File: src/rtl/uart_pkg.sv
// Shared UART definitions: frame constants, the transmitter state encoding
// (also used by the receiver) and a parity helper.
package uart_pkg;

    localparam int UART_DATA_BITS = 8;

    localparam logic START_BIT  = 1'b0;
    localparam logic STOP_BIT   = 1'b1;
    localparam logic IDLE_LEVEL = 1'b1;

    typedef enum logic [2:0] {
        IDLE,
        START,
        DATA,
        PARITY,
        STOP
    } tx_state_t;

    // Even parity of the data byte, flipped when odd parity is selected.
    function automatic logic parity_of(input logic [UART_DATA_BITS-1:0] data,
                                       input logic odd);
        return (^data) ^ odd;
    endfunction

endpackage

File: src/rtl/uart_tx_if.sv
// Byte handshake between a producer and the UART transmitter.
interface uart_tx_if;
    import uart_pkg::*;

    logic [UART_DATA_BITS-1:0] tx_data;
    logic                      tx_valid;
    logic                      tx_ready;

    modport master (
        output tx_data,
        output tx_valid,
        input  tx_ready
    );

    modport slave (
        input  tx_data,
        input  tx_valid,
        output tx_ready
    );

endinterface

File: src/rtl/uart_baud_tick.sv
// Baud-rate divider: counts 0..CLKS_PER_BIT-1 and flags the last count.
// pre_tick flags the count just before the tick so the transmitter can
// register outputs that must line up with the final cycle of a bit.
module uart_baud_tick #(
    parameter int CLKS_PER_BIT = 16
) (
    input  logic clk,
    input  logic reset,
    input  logic clear,
    output logic tick,
    output logic pre_tick
);

    localparam int CW = (CLKS_PER_BIT > 1) ? $clog2(CLKS_PER_BIT) : 1;
    localparam logic [CW-1:0] LAST_COUNT = CW'(CLKS_PER_BIT - 1);
    localparam logic [CW-1:0] PRE_COUNT  = CW'((CLKS_PER_BIT > 1) ? CLKS_PER_BIT - 2 : 0);

    logic [CW-1:0] count;

    assign tick     = (count == LAST_COUNT);
    assign pre_tick = (CLKS_PER_BIT > 1) && (count == PRE_COUNT);

    // Free-running bit-period counter, held at zero while cleared.
    always_ff @(posedge clk or posedge reset) begin
        if (reset) begin
            count <= '0;
        end else if (clear || tick) begin
            count <= '0;
        end else begin
            count <= count + CW'(1);
        end
    end

endmodule

File: src/rtl/uart_tx.sv
// 8-bit UART transmitter: start bit, 8 data bits LSB first, optional
// parity, one or two stop bits. tx_ready and done are raised for the last
// cycle of the final stop bit so a waiting byte starts with no idle gap.
module uart_tx
    import uart_pkg::*;
#(
    parameter int CLKS_PER_BIT = 16,
    parameter int PARITY_EN    = 0,
    parameter int PARITY_ODD   = 0,
    parameter int STOP_BITS    = 1
) (
    input  logic       clk,
    input  logic       reset,
    uart_tx_if.slave   tx_if,
    output logic       otx,
    output logic       busy,
    output logic       done
);

    localparam logic       PAR_EN    = (PARITY_EN != 0);
    localparam logic       PAR_ODD   = (PARITY_ODD != 0);
    localparam logic       TWO_STOP  = (STOP_BITS == 2);
    localparam logic [2:0] LAST_DATA = 3'(UART_DATA_BITS - 1);
    localparam logic [2:0] LAST_STOP = TWO_STOP ? 3'd1 : 3'd0;

    tx_state_t                 state;
    logic [UART_DATA_BITS-1:0] shift_reg;
    logic [2:0]                bit_idx;
    logic                      parity_bit;
    logic                      tx_ready_q;

    logic tick;
    logic pre_tick;
    logic baud_clear;
    logic accept;
    logic final_stop;
    logic entering_final_stop;
    logic last_cycle_next;

    assign baud_clear     = (state == IDLE);
    assign accept         = tx_if.tx_valid && tx_ready_q;
    assign tx_if.tx_ready = tx_ready_q;

    uart_baud_tick #(
        .CLKS_PER_BIT(CLKS_PER_BIT)
    ) u_baud (
        .clk     (clk),
        .reset   (reset),
        .clear   (baud_clear),
        .tick    (tick),
        .pre_tick(pre_tick)
    );

    // With one clock per bit the final stop bit is a single cycle, so its
    // arrival is detected from the transition into it rather than pre_tick.
    assign final_stop = (state == STOP) && (bit_idx == LAST_STOP);
    assign entering_final_stop = tick && (
        ((state == DATA) && (bit_idx == LAST_DATA) && !PAR_EN && !TWO_STOP) ||
        ((state == PARITY) && !TWO_STOP) ||
        ((state == STOP) && TWO_STOP && (bit_idx == 3'd0)));
    assign last_cycle_next = (CLKS_PER_BIT == 1) ? entering_final_stop
                                                 : (final_stop && pre_tick);

    // Frame sequencer: owns the line, the shift register and handshake flags.
    always_ff @(posedge clk or posedge reset) begin
        if (reset) begin
            state      <= IDLE;
            shift_reg  <= '0;
            bit_idx    <= '0;
            parity_bit <= 1'b0;
            otx        <= IDLE_LEVEL;
            tx_ready_q <= 1'b0;
            busy       <= 1'b0;
            done       <= 1'b0;
        end else begin
            done <= last_cycle_next;
            if (accept) begin
                shift_reg  <= tx_if.tx_data;
                parity_bit <= parity_of(tx_if.tx_data, PAR_ODD);
                bit_idx    <= '0;
                state      <= START;
                otx        <= START_BIT;
                tx_ready_q <= 1'b0;
                busy       <= 1'b1;
            end else begin
                case (state)
                    IDLE: begin
                        tx_ready_q <= 1'b1;
                    end
                    START: begin
                        if (tick) begin
                            state <= DATA;
                            otx   <= shift_reg[0];
                        end
                    end
                    DATA: begin
                        if (tick) begin
                            shift_reg <= shift_reg >> 1;
                            if (bit_idx == LAST_DATA) begin
                                bit_idx <= '0;
                                if (PAR_EN) begin
                                    state <= PARITY;
                                    otx   <= parity_bit;
                                end else begin
                                    state <= STOP;
                                    otx   <= STOP_BIT;
                                end
                            end else begin
                                bit_idx <= bit_idx + 3'd1;
                                otx     <= shift_reg[1];
                            end
                        end
                    end
                    PARITY: begin
                        if (tick) begin
                            state <= STOP;
                            otx   <= STOP_BIT;
                        end
                    end
                    STOP: begin
                        if (tick) begin
                            if (bit_idx == LAST_STOP) begin
                                state   <= IDLE;
                                otx     <= IDLE_LEVEL;
                                busy    <= 1'b0;
                                bit_idx <= '0;
                            end else begin
                                bit_idx <= bit_idx + 3'd1;
                            end
                        end
                    end
                    default: begin
                        state <= IDLE;
                        otx   <= IDLE_LEVEL;
                        busy  <= 1'b0;
                    end
                endcase
            end
            if (last_cycle_next) begin
                tx_ready_q <= 1'b1;
            end
        end
    end

endmodule

File: src/flat_wrapper.sv
// flat-port wrapper written by rule: the top's interface ports become plain ports
module uart_tx_flat import uart_pkg::*;
#(
    parameter int CLKS_PER_BIT = 16,
    parameter int PARITY_EN    = 0,
    parameter int PARITY_ODD   = 0,
    parameter int STOP_BITS    = 1
)
  (clk, reset, otx, busy, done, tx_if_tx_data, tx_if_tx_valid, tx_if_tx_ready);
  uart_tx_if tx_if_i ();
  input  logic clk;
  input  logic reset;
  output logic otx;
  output logic busy;
  output logic done;
  input wire logic [$bits(tx_if_i.tx_data)-1:0] tx_if_tx_data;
  input wire logic [$bits(tx_if_i.tx_valid)-1:0] tx_if_tx_valid;
  output wire logic [$bits(tx_if_i.tx_ready)-1:0] tx_if_tx_ready;
  assign tx_if_i.tx_data = tx_if_tx_data;
  assign tx_if_i.tx_valid = tx_if_tx_valid;
  assign tx_if_tx_ready = tx_if_i.tx_ready;
  uart_tx #(.CLKS_PER_BIT(CLKS_PER_BIT), .PARITY_EN(PARITY_EN), .PARITY_ODD(PARITY_ODD), .STOP_BITS(STOP_BITS)) u_core (.clk(clk), .reset(reset), .tx_if(tx_if_i), .otx(otx), .busy(busy), .done(done));
endmodule
File: config.mk
export PLATFORM = sky130hd
export DESIGN_NAME = uart_tx_flat
export DESIGN_NICKNAME = d
export VERILOG_FILES = /design/src/rtl/uart_pkg.sv /design/src/rtl/uart_tx_if.sv /design/src/rtl/uart_baud_tick.sv /design/src/rtl/uart_tx.sv /design/src/flat_wrapper.sv
export SDC_FILE = /design/constraint.sdc
export NUM_CORES = 1
export LEC_CHECK = 0
export ABC_AREA = 0
export CAP_MARGIN = 20
export CORE_MARGIN = 4
export CORE_UTILIZATION = 28
export CTS_BUF_LIST = sky130_fd_sc_hd__clkbuf_16
export DETAILED_ROUTE_END_ITERATION = 10
export PLACE_DENSITY = 0.42
export SLEW_MARGIN = 40
export SYNTH_ARGS = -nofsm -noshare
export SYNTH_HDL_FRONTEND = slang
export SYNTH_SLANG_ARGS = --single-unit
export TNS_END_PERCENT = 50
File: constraint.sdc
create_clock -name clk -period 1.95 [get_ports clk]
set_input_delay 0.39 -clock clk [delete_from_list [all_inputs] [get_ports clk]]
set_output_delay 0.39 -clock clk [all_outputs]
set_load 0.01 [all_outputs]
-- Yosys cells after proc, flatten, opt, wreduce, memory -nomap -nowiden
Index checks and enable logic that the tools add are counted.
- $add $sub $neg: 2
- equality and inequality tests: 15
- mux-type cells: 33
- reductions and logical operators: 16
- operator list (cell ; count):
    $mux W3 ; 12
    $mux W8 ; 3
    $ne A3 B2 Y1 const B ; 6
    $pmux W3 S5 ; 1
    $mux W1 ; 13
    $eq A4 B4 Y1 const B ; 2
    $reduce_and A7 Y1 ; 1
    $eq A3 B2 Y1 const B ; 2
    $eq A3 B3 Y1 const B ; 2
    $logic_not A3 Y1 ; 2
    $pmux W3 S2 ; 1
    $reduce_and A3 Y1 ; 2
    $reduce_and A6 Y1 ; 1
    $reduce_bool A3 Y1 ; 2
    $pmux W1 S5 ; 1
    $add A4 B1 Y4 const B ; 1
    $mux W4 ; 1
    $ne A2 B1 Y1 const B ; 2
    $reduce_bool A2 Y1 ; 2
    $reduce_or A4 Y1 ; 1
    $add A3 B1 Y3 const B ; 1
    $eq A3 B1 Y1 const B ; 1
    $logic_and A1 B1 Y1 ; 3
    $pmux W1 S2 ; 1
    other kinds (2) ; 2
- bits in registers: 22
- output and inout bits: 4
- word-level logic and storage cells: 74

-- Logic depth before layout (Yosys ltp)
- word-level depth: 5
- gate-level depth with buffers: 6
- gate-level depth less buffers: 6

-- By module
Synthesis repeated with hierarchy kept, for this count alone.
- cells, all modules: 110
- area, all modules: 1227.4 um^2
- modules (own cells, without submodules) (module ; instances ; cells each ; area an instance (um^2) ; seq. area each (um^2)):
    uart_tx ; 1 ; 92 ; 1028.5 ; 451.7
    uart_baud_tick ; 1 ; 18 ; 198.9 ; 100.1

-- Worst setup path after synthesis
Ideal clock, no wire load.
- kind: register to register
- from: register u_core.u_baud.count[0]
- to: register u_core.state[2]
- library setup time: 0.125 ns
- data arrival time: 1.446 ns
- setup slack: 0.380 ns
- cell stages (with the launch flop): 6
- cells stage by stage: dfrtp_1 > ha_1 > nand3_4 > o21ai_0 > a21oi_1 > mux2_2
- word-level cells in the longest chain between the ends: 3
- RTL lines (what ; RTL line ; source):
    start: declaration ; uart_baud_tick.sv:18 ; logic [CW-1:0] count;
    start signal: assignment ; uart_baud_tick.sv:30 ; count <= count + CW'(1);
    $eq A4 B4 Y1 * ; uart_baud_tick.sv:20 ; assign tick = (count == LAST_COUNT);
    $ne A3 B2 Y1 (no line) ; - ;
    $reduce_and A7 Y1 (no line) * ; - ;
    end signal: assignment ; uart_tx.sv:67 ; state <= IDLE;
    end signal: assignment ; uart_tx.sv:81 ; state <= START;
    end signal: assignment ; uart_tx.sv:92 ; state <= DATA;
    end: declaration ; uart_tx.sv:26 ; tx_state_t state;
Mark *: on every way between the ends. The rest lies on a longest branch, timed or not.
A chain may end at the register's enable or synchronous reset.

-- Worst setup path after layout
- from: register u_core.otx
- to: output otx
- RTL lines (what ; RTL line ; source):
    start: declaration ; uart_tx.sv:15 ; output logic otx,
    start signal: assignment ; uart_tx.sv:93 ; otx <= shift_reg[0];
    start signal: assignment ; uart_tx.sv:103 ; otx <= parity_bit;
    start signal: assignment ; uart_tx.sv:110 ; otx <= shift_reg[1];
    end: declaration ; flat_wrapper.sv:13 ; output logic otx;
No word-level cell between the ends.

==> results.md <==
- Outcome: finished clean
- Drt via density: 4.59
- Final Setup Violations: 0
- Final Non-Filler Cells: 185
- Largest net degree at the start of global routing: 23
- Achievable Freq: 586 MHz
- Layout Skew: between 0.003 and 0.004 ns
- Pin slew with the least headroom to its limit: 0.572 ns
- Critical path type: flop to output port
- Post-synthesis sequential area ratio: 48.4%
- Slowest-stage cell, CP: dfstp_2
- Setup TNS: 0 ns
- CTS Buf Count: 3
- Final HPWL DP: 1.71 mm
- CP required: 1.56 ns
- Hold-fix buffers, CTS: 0
- Worst relative slew slack: 61.9%
- Maximum clock path buffer count: 2
- Worst vdd ir: 0.612 mV
- Initial antenna violation count: 0
- DR WL/cell: 12.4 um
- H-tree depth: 1
- Vias in the first global route: 855
- Final ANT Viol Nets: 0
- Chip width: roughly 72 um
- Total clock sinks: 22
- DR iter-0 viols: 43
- Synth Net Count: 135
- Number of setup buffers added after CTS: 0
- Proportion of layout cells with a drive suffix above 1: 13.1%
- Primary FF master, synth: dfrtp_1
- Die Y: 71.8 um
- CP Data Arrival Time: 1.32 ns
- Slew Viols, Final: 0
- TritonCTS clock tree: built
- Max FFs per register: 8
- Standard-cell rows: 22
- Fin. Hold Viols: 0
- Cell variety after synth: 33
- # IOs: 15
- Critical path startpoint category: flop
- CP Buf/Inv Count: 1
- Critical path's largest stage delay: 0.53 ns
- Fin crit period: 1.71 ns
- Syn Area/Cell: 9.58 um2
- Clock latency on the worst-skew pair: approximately 0.25 ns
- Crit end category: output port
- Critical path cell sequence: clkdlybuf4s50_1
- First-pass GRT wire length: 4.01 mm
- Clock transition at the registers of the reported paths: 0.06 ns
- Max-cap violations: 0
- RSZ-0062 raised after global routing: false
- Core Box Area: about 0.0038 mm2
- Total Routing Usage GR: 9.66%
- Mapped Area: 0.00114 mm2
- Syn. warnings: 0
- Post-synth EDFFs: 0
- Most used cells in the layout excluding fill and tap cells: dfrtp_1 (21), nand2_1 (18), nor2_1 (15)
- I/O Buffers: 14
- Commonest non-fill, non-tap cell in the layout: dfrtp_1
- Flops & latches, synth: 22
- Antenna diodes: 0
- CTS resizes: 0
- Drt drc: 0
- CP top delay family: flip-flops
- Standby leakage power: 0.617 nW
- Async SR Flop Fraction: 100%
- Overflow after GRT: 0
- PwrDens: roughly 1200 mW/mm2
- Setup slack at placement: 0.220 ns
- Die area: 0.00516 mm2
- Via Count: 850
- Post-Place Cells: 181
- DRT Wirelength: 2.29 mm
- Cells after synthesis: 119
- CTS root buffer: clkbuf_16
- Final Cycle Share: 87.4%
- Placer congestion estimate: about 0.80
- Final worst slack: 0.245 ns
- Hold Path Class: input port to async pin
- Initial Utilization: a little under a third
- Critical-path maximum fanout: 2
- Area Growth Syn to Fin: 26.2%
- DRT Pass-1 Iters: 4
- Final net count: 154
==> metal layers <==
metal	vias up	GRT usage [%]	wire length, um
met2	17	13.9	966
li1	441	-	-
met3	2	3.65	138
met4	0	1.67	13
met1	390	13.9	1170
met5	-	0	0
==> layout make-up <==
| type | count | area, um2 |
|---|---|---|
| fill | 404 | 2360 |
| clock inverter | 1 | 3.75 |
| inverter | 6 | 22.5 |
| sequential | 22 | 552 |
| clock buffer | 3 | 75.1 |
| timing repair buffer | 21 | 193 |
| multi-input combinational | 84 | 533 |
| tap | 48 | 60.1 |
==> cells in the mapped netlist (all sizes together), types with 2 or more instances <==
cell    number  area share, %
a21o         2            1.3
a31oi        8            4.4
buf          5            2.2
clkbuf       2           0.66
dfrtp       21             46
ha           5            5.5
inv          6            2.0
mux2         2            2.0
mux2i        2            1.8
nand2       18            5.9
nand2b       3            1.6
nand3        3            2.4
nor2        15            4.9
nor3         4            1.8
o21ai        5            2.2
o31ai        3            3.6
xnor2        2            1.5
==> report_power, final <==
group / internal, mW / leakage, nW / switching (mW)
Clock: 0.273 / 0.0385 / 0.159
Sequential: 0.608 / 0.267 / 0.102
Combinational: 0.255 / 0.311 / 0.293
==> worst min-delay path, stage by stage <==
cell             delay (ns)
clkdlybuf4s50_1        0.40
inv_1                  0.05
buf_4                  0.28
==> cell families after synthesis <==
kind of cell / share of synthesized area (%)
adder cells (fa/ha/maj): 5.49
XOR/XNOR: 2.31
AND/OR/NAND/NOR: 21.8
multiplexers: 3.73
AO/OA/AOI/OAI: 13.4
buffers and inverters: 4.83
flip-flops: 48.4
==> path summary, 6_finish.rpt <==
| path | start | endpoint | slack [ns] | depth (start not counted) |
|---|---|---|---|---|
| worst max register to register | u_core.u_baud.count[0] | u_core.state[2] | 0.24 | 5 |
| worst max-delay path | u_core.otx | otx | 0.24 | 1 |
| max in group asynchronous | reset | u_core.otx | 1.19 | 3 |
| min in group clk | u_core.u_baud.count[0] | u_core.u_baud.count[0] | 0.49 | 1 |
| worst min register to register | u_core.u_baud.count[0] | u_core.u_baud.count[0] | 0.49 | 1 |
| worst min-delay path | reset | u_core.done | 0.48 | 3 |
==> through the flow <==
| step | cell area, um2 | hold slack (ns) | power [mW] | util, % |
|---|---|---|---|---|
| 2_1_floorplan | 1140 | 0.378 | 1.09 | - |
| 3_3_place_gp | 1360 | 0.467 | 1.28 | 35.8 |
| 3_5_place_dp | 1360 | 0.485 | 1.28 | 35.8 |
| 4_1_cts | 1440 | 0.494 | 1.73 | 37.9 |
| 5_1_grt | 1440 | 0.505 | 1.83 | 37.9 |
| 6_report | 1440 | 0.478 | 1.69 | 37.9 |
Power figures use the tool's default switching activity.
